## src/rtl/ram1_ctrl_pkg.sv

```systemverilog
// Shared definitions for the RAM1 data-memory initiator: state codes, lane
// constants and strobe enable levels.
package ram1_ctrl_pkg;

  typedef logic [1:0] state_t;

  localparam state_t ST_IDLE  = 2'd0;
  localparam state_t ST_READ  = 2'd1;
  localparam state_t ST_WRITE = 2'd2;
  localparam state_t ST_DONE  = 2'd3;

  localparam int unsigned LANES = 4;

  localparam logic [3:0] SEL_FULL = 4'b1111;
  localparam logic [3:0] SEL_NONE = 4'b0000;

  // Strobe levels match the RamChipEnable/RamReadEnable/RamWriteEnable defines.
  localparam logic RAM_CE_ON  = 1'b1;
  localparam logic RAM_CE_OFF = 1'b0;
  localparam logic RAM_RE_ON  = 1'b1;
  localparam logic RAM_RE_OFF = 1'b0;
  localparam logic RAM_WE_ON  = 1'b1;
  localparam logic RAM_WE_OFF = 1'b0;

endpackage

```

## src/rtl/ram1_merge.sv

```systemverilog
// Byte-lane merge for sub-word stores: selected lanes come from the store data,
// the rest from the word just read. Only instantiated when RAM1_RMW_EN is defined.
module ram1_merge
  import ram1_ctrl_pkg::*;
(
  input  logic [31:0] rdata_i,
  input  logic [31:0] wdata_i,
  input  logic [3:0]  sel_i,
  output logic [31:0] merged_o
);

  // Per-lane select between store data and read data.
  always_comb begin
    merged_o = rdata_i;
    for (int n = 0; n < int'(LANES); n++) begin
      if (sel_i[n]) begin
        merged_o[8*n +: 8] = wdata_i[8*n +: 8];
      end else begin
        merged_o[8*n +: 8] = rdata_i[8*n +: 8];
      end
    end
  end

endmodule

```

## src/rtl/ram1_ctrl.sv

```systemverilog
// RAM1 bus initiator between the MEM stage and the RAM1 responder.
// Define RAM1_RMW_EN to build read-modify-write for sub-word stores.
module ram1_ctrl
  import ram1_ctrl_pkg::*;
#(
  parameter int unsigned WAIT_CYCLES = 1
) (
  input  logic        clk,
  input  logic        rst,
  input  logic        req_i,
  input  logic        we_i,
  input  logic [31:0] addr_i,
  input  logic [31:0] wdata_i,
  input  logic [3:0]  sel_i,
  output logic [31:0] rdata_o,
  output logic        ack_o,
  output logic        stall_o,
  output logic        ram_ce_o,
  output logic        ram_re_o,
  output logic        ram_we_o,
  output logic [31:0] ram_addr_o,
  output logic [31:0] ram_wdata_o,
  input  logic [31:0] ram_rdata_i
);

  localparam int unsigned CW = $clog2(WAIT_CYCLES + 1);
  localparam logic [CW-1:0] CNT_LOAD = CW'(WAIT_CYCLES - 1);
  localparam logic [CW-1:0] CNT_ZERO = {CW{1'b0}};

  state_t        state_q, state_d;
  logic [CW-1:0] cnt_q, cnt_d;
  logic          we_q;
  logic [29:0]   addr_q;
  logic [31:0]   wdata_q;
  logic [31:0]   rdata_q;
  logic          accept_s;
  logic          phase_end_s;
  logic          addr_lo_unused;

`ifdef RAM1_RMW_EN
  logic [3:0]    sel_q;
  logic [31:0]   merged_s;

  ram1_merge u_merge (
    .rdata_i  (ram_rdata_i),
    .wdata_i  (wdata_q),
    .sel_i    (sel_q),
    .merged_o (merged_s)
  );
`endif

  // The RAM is word addressed, so the byte offset is dropped.
  assign addr_lo_unused = ^addr_i[1:0];
  assign accept_s       = (state_q == ST_IDLE) && req_i;
  assign phase_end_s    = (cnt_q == CNT_ZERO);

  // Next-state and wait-counter logic.
  always_comb begin
    state_d = state_q;
    cnt_d   = cnt_q;
    case (state_q)
      ST_IDLE: begin
        if (req_i) begin
          cnt_d = CNT_LOAD;
          if (we_i && (sel_i == SEL_NONE)) begin
            state_d = ST_DONE;
          end else if (!we_i) begin
            state_d = ST_READ;
`ifdef RAM1_RMW_EN
          end else if (sel_i != SEL_FULL) begin
            state_d = ST_READ;
`endif
          end else begin
            state_d = ST_WRITE;
          end
        end else begin
          state_d = ST_IDLE;
        end
      end
      ST_READ: begin
        if (phase_end_s) begin
          cnt_d   = CNT_LOAD;
          state_d = we_q ? ST_WRITE : ST_DONE;
        end else begin
          cnt_d = cnt_q - CW'(1);
        end
      end
      ST_WRITE: begin
        if (phase_end_s) begin
          state_d = ST_DONE;
        end else begin
          cnt_d = cnt_q - CW'(1);
        end
      end
      ST_DONE: begin
        state_d = ST_IDLE;
      end
      default: begin
        state_d = ST_IDLE;
      end
    endcase
  end

  // State and counter registers.
  always_ff @(posedge clk or negedge rst) begin
    if (!rst) begin
      state_q <= ST_IDLE;
      cnt_q   <= CNT_ZERO;
    end else begin
      state_q <= state_d;
      cnt_q   <= cnt_d;
    end
  end

  // Operand latches; read data (or the merged word) lands on the last READ edge.
  always_ff @(posedge clk or negedge rst) begin
    if (!rst) begin
      we_q    <= 1'b0;
      addr_q  <= 30'd0;
      wdata_q <= 32'd0;
      rdata_q <= 32'd0;
`ifdef RAM1_RMW_EN
      sel_q   <= 4'd0;
`endif
    end else if (accept_s) begin
      we_q    <= we_i;
      addr_q  <= addr_i[31:2];
      wdata_q <= wdata_i;
`ifdef RAM1_RMW_EN
      sel_q   <= sel_i;
`endif
    end else if ((state_q == ST_READ) && phase_end_s) begin
`ifdef RAM1_RMW_EN
      if (we_q) begin
        wdata_q <= merged_s;
      end else begin
        rdata_q <= ram_rdata_i;
      end
`else
      rdata_q <= ram_rdata_i;
`endif
    end
  end

  // Moore decode of the bus and pipeline outputs.
  always_comb begin
    ram_ce_o    = RAM_CE_OFF;
    ram_re_o    = RAM_RE_OFF;
    ram_we_o    = RAM_WE_OFF;
    ram_wdata_o = 32'd0;
    ack_o       = 1'b0;
    rdata_o     = 32'd0;
    case (state_q)
      ST_READ: begin
        ram_ce_o = RAM_CE_ON;
        ram_re_o = RAM_RE_ON;
      end
      ST_WRITE: begin
        ram_ce_o    = RAM_CE_ON;
        ram_we_o    = RAM_WE_ON;
        ram_wdata_o = wdata_q;
      end
      ST_DONE: begin
        ack_o   = 1'b1;
        rdata_o = we_q ? 32'd0 : rdata_q;
      end
      default: begin
        ack_o = 1'b0;
      end
    endcase
  end

  assign ram_addr_o = {2'b00, addr_q};
  // Gated by rst so the pipeline sees no stall while the block is held in reset.
  assign stall_o    = rst && (accept_s || (state_q == ST_READ) || (state_q == ST_WRITE));

endmodule
```

## config.mk

```make
export PLATFORM = sky130hd
export DESIGN_NAME = ram1_ctrl
export DESIGN_NICKNAME = d
export VERILOG_FILES = /design/src/rtl/ram1_ctrl_pkg.sv /design/src/rtl/ram1_merge.sv /design/src/rtl/ram1_ctrl.sv
export SDC_FILE = /design/constraint.sdc
export NUM_CORES = 1
export LEC_CHECK = 0
export BUFFER_PORTS_ARGS = -buffer_cell sky130_fd_sc_hd__buf_4
export CAP_MARGIN = 0
export CORE_MARGIN = 3
export CORE_UTILIZATION = 51
export CTS_BUF_LIST = sky130_fd_sc_hd__clkbuf_2
export CTS_CLUSTER_DIAMETER = 200
export DETAILED_ROUTE_END_ITERATION = 10
export PLACE_DENSITY = 0.88
export SKIP_LAST_GASP = 1
export SYNTH_ARGS = -nofsm -noshare
export SYNTH_HDL_FRONTEND = slang
export SYNTH_HIERARCHICAL = 1
export SYNTH_SLANG_ARGS = --single-unit
```

## constraint.sdc

```tcl
create_clock -name clk -period 4.1 [get_ports clk]
set_input_delay 0.615 -clock clk [delete_from_list [all_inputs] [get_ports clk]]
set_output_delay 0.615 -clock clk [all_outputs]
set_load 0.05 [all_outputs]
```

======== Word level (Yosys, flattened, before mapping) ========
Cells that the tools add are included.
storage, ports and cells
  logic and storage cells ................. 45
  bits in registers ....................... 98
  input bits .............................. 104
cells by class
  bitwise operators ....................... 2
  reduce and logical (&&, ||, !) cells .... 13
  mux-type cells .......................... 17
  $add $sub $neg .......................... 1
  equality and inequality tests ........... 6
operators with widths
  cell                 count
  $mux 32              3
  $mux 2               5
  $pmux 2 s4           1
  $mux 1               7
  $ne 2x2->1 const B   3
  $reduce_and 2->1     3
  $eq 2x2->1 const B   2
  $logic_and 1x1->1    4
  $logic_not 4->1      1
  $eq 2x1->1 const B   1
  $logic_not 2->1      1
  $logic_or 1x1->1     2
  $not 1->1            2
  $pmux 1 s2           1
  $reduce_bool 2->1    1
  $reduce_or 2->1      1
  $sub 1x1->1 const B  1

======== Longest topological paths before layout ========
  word-level depth ........................ 5
  depth in mapped cells ................... 6
  depth with buffers taken out ............ 4

======== Least setup slack after synthesis ========
No wires, ideal clock.
  path kind ............................... register -> output
  from .................................... register state_q[1]
  to ...................................... output port stall_o
  stages on the path, launching flop included .. 7
  data required time ...................... 3.485 ns
  arrival ................................. 2.618 ns
  path slack .............................. 0.867 ns
  cell sequence ........................... dfrtp_1 inv_1 ha_1 buf_2 buf_2 nor2_1 a21boi_0
between the ends
  word-level cells in the longest chain between the ends .. 5
ends and longest elaborated chain
  what                    line              source
  from (decl)             ram1_ctrl.sv:30   state_t state_q, state_d;
  from (signal assigned)  ram1_ctrl.sv:110  state_q <= state_d;
  $logic_not 2->1         ram1_ctrl.sv:54   assign accept_s = (state_q == ST_IDLE) && req_i;
  $logic_and 1x1->1       ram1_ctrl.sv:54
  $logic_or 1x1->1        ram1_ctrl.sv:175  assign stall_o = rst && (accept_s || (state_q == ST_READ) || (state_q == ST_WRITE));
  $logic_or 1x1->1 (*)    ram1_ctrl.sv:175
  $logic_and 1x1->1 (*)   ram1_ctrl.sv:175
  to (decl)               ram1_ctrl.sv:17   output logic stall_o,
Mark *: on every way between the ends. The rest lies on a longest branch, timed or not.

======== Worst setup path in the final report ========
  from .................................... register state_q[0]
  to ...................................... output port stall_o
Same word-level chain as after synthesis.

==> results_dict.tcl <==
set metrics [dict create \
    status "finished, final reports clean" \
    layout.cells.non_filler 599 \
    synth_xor_area_share_pct 0 \
    grt_pass1_vias 3099 \
    hold_path_class "in2reg" \
    drt_iter0_markers 115 \
    overflow 0 \
    n_fill_cell 528 \
    yosysUniqueCellTypes 18 \
    synth_top_area_share_pct 58.72 \
    drt_first_pass_iters 4 \
    cts-root-buf "clkbuf_2" \
    synth_seq_area_share_pct 58.72 \
    tightest_slew_ns 0.9476 \
    wirelength_um 9590 \
    synthesis.area_um2 4134 \
    placedCellCount 584 \
    cts.repair.resized 0 \
    gr-usage-met2_pct 34.73 \
    yosys.area.top_type "dfrtp_1" \
    crit_start "state_q[0]$_DFF_PN0_" \
    final_nets 603 \
    drive_gt1_share_pct 62.98 \
    crit_cells 5 \
    area_delta_synth_final_pct 41.83 \
    cp-start-kind "flip-flop" \
    n_antenna_cell 0 \
    r2r-end "addr_q[28]$_DFFE_PN0P_" \
    wl_per_cell_um 16.01 \
    synth_area_leaders "dfrtp_1 (59%), mux2_2 (26%), and2_1 (9.8%)" \
    hold_viol 0 \
    crit_family "adder cells" \
    fmax_mhz 325.6 \
    crit_arrival_ns 2.46 \
    critPathKind "reg2out" \
    clk_latency_ns 0.52 \
    ys_warn_count 6 \
    multi_input_area_um2 1608 \
    die_x_um 96.03 \
    track_usage_pct 20.22 \
    synth_compound_area_share_pct 0.5448 \
    antenna_found_initial 0 \
    setup_viol 0 \
    cts_buffer_depth 2 \
    vias_per_cell 4.915 \
    p_per_area_nw_per_um2 873.9 \
    fin_util_pct 75.10 \
    place_congestion 0.7095 \
    rsz0062_at_grt "no" \
    final_antenna_net_count 0 \
    slew_viol_final 0 \
    cts.clk_slew.worst_paths_ns 0.25 \
    dp_hpwl_um 7440 \
    relSlewSlack_pct 36.82 \
    critPathMaxStageDelay_ns 0.80 \
    cap_violations 0 \
    p_leak_nw 2.909 \
    grt.busiest_layer "met2" \
    ioPinCount 205 \
    dieArea_um2 9222 \
    synth-simple-area-share_pct 10.77 \
    placementRows 32 \
    crit_buf_inv 2 \
    synth_top_family_by_area "multiplexers" \
    htreeDepth 3 \
    initial_core_util_pct 52.95 \
    regArea_um2 2427 \
    worstPathRequired_ns 3.48 \
    synth.avg_cell_area_um2 14.01 \
    worstSetupEndpoint "stall_o" \
    cts_tree "built" \
    reg2reg_slack_ns 1.88 \
    fin_skew_ns 0.04025 \
    numCtsBuffers 9 \
    timing.rr.start "state_q[0]$_DFF_PN0_" \
    finalCritPeriodShare_pct 74.91 \
    cp_slowest_cell "ha_1" \
    irDropWorstVdd_mv 0.5742 \
    met3_usage_pct 7.506 \
    drc 0 \
    crit_path_end_kind "primary output" \
    syn_inst 295 \
    cp_max_fo 35 \
    vias 2944 \
    reg2reg_depth 5 \
    grtUsageMet1_pct 22.89 \
    grt_max_degree 56 \
    grt_first_pass_wirelength_um 14250 \
    clock_sinks 97 \
    fin_tns_setup_ns 0 \
    crit_chain "inv_1, ha_1, nor2_1, a21boi_0, buf_4" \
    die_h_um 96.03 \
    ys_seq_elements 97 \
    numPortBuffers 200 \
    synth_fa_ha_area_share_pct 1.513 \
    core-area_um2 7807 \
    muxShareOfSynthArea_pct 25.88 \
    fin_crit_ns 3.071 \
]
[flip-flops by register name, summed over array words and instances, names as in the netlist]
name / flops
state_q: 2
rdata_q: 32
addr_q: 30
wdata_q: 32
we_q: 1
[placed cells by master, fill, tap and decap left out]
cell	netlist	routed
ha_1	5	5
inv_1	4	4
o21ai_0	1	1
conb_1	1	2
a222oi_1	1	1
mux2_2	95	95
nand2b_1	1	1
nand2_2	1	1
buf_4	2	204
dfrtp_1	97	97
and2_1	65	65
nand3_1	1	1
nor2_1	2	2
dlygate4sd3_1	0	1
a21boi_0	1	1
clkinv_1	0	1
nor2b_1	1	1
clkbuf_2	0	10
bufinv_16	0	3
or4_1	1	1
[cells by family after synthesis]
family,count (synthesis)
buf+inv,22
other cells,1
fa+ha+maj,5
simple gates,72
compound gates,3
flops,97
mux,95
[power by group]
part	switching [mW]	internal [mW]	total, mW
Clock	0.284	0.257	0.541
Sequential	0.227	1.44	1.67
Combinational	1.80	1.11	2.91
[layout make-up]
cell class | count | share of cell area [%]
Clock buffer | 10 | 0.8536
Multi-Input combinational cell | 177 | 27.42
Clock inverter | 4 | 1.601
Inverter | 4 | 0.2561
Sequential cell | 97 | 41.40
Timing Repair Buffer | 205 | 26.29
Tap cell | 102 | 2.177
[what timing repair did]
item                      CTS  global route
buffers inserted            0             0
hold buffers                1             0
hold endpoints to repair    1             0
[per-stage QoR]
stage / power, mW / worst slack (ns) / hold slack, ns / cell area, um2
finish: 5.124 / 1.029 / 0.2994 / 5863
global route: 5.402 / 0.7877 / 0.2437 / 5863
CTS: 5.181 / 0.8761 / 0.2496 / 5863
detailed placement: 4.640 / 1.567 / 0.4857 / 5709
global placement: 4.542 / 1.630 / 0.4782 / 5709
floorplan: 3.782 / 0.8674 / 0.3194 / 4138
[synth_stat cells]
master and instances:
dfrtp_1 97, mux2_2 95, and2_1 65, buf_2 10, clkbuf_1 6, ha_1 5
inv_1 4, buf_4 2, nor2_1 2, a21boi_0 1, a222oi_1 1, conb_1 1
nand2_2 1, nand2b_1 1, nand3_1 1, nor2b_1 1, o21ai_0 1, or4_1 1
[layer usage]
| metal | wire (um) | vias up | part of all wire, % |
|---|---|---|---|
| li1 | - | 1384 | - |
| met1 | 3589 | 1405 | 37 |
| met2 | 4799 | 143 | 50 |
| met3 | 1066 | 12 | 11 |
| met4 | 134 | 0 | 1.4 |
| met5 | 0 | - | 0 |
[worst min path at each step]
stage	start	to	slack, ns	cells past startpoint
after floorplan	rst	addr_q[0]$_DFFE_PN0P_	0.32	0
after global placement	wdata_q[9]$_DFFE_PN0P_	wdata_q[9]$_DFFE_PN0P_	0.48	1
after detailed placement	wdata_q[10]$_DFFE_PN0P_	wdata_q[10]$_DFFE_PN0P_	0.49	1
after CTS	wdata_i[26]	wdata_q[26]$_DFFE_PN0P_	0.25	2
after global routing	addr_i[22]	addr_q[20]$_DFFE_PN0P_	0.24	2
final	wdata_i[26]	wdata_q[26]$_DFFE_PN0P_	0.30	2
Power figures use the tool's default switching activity.
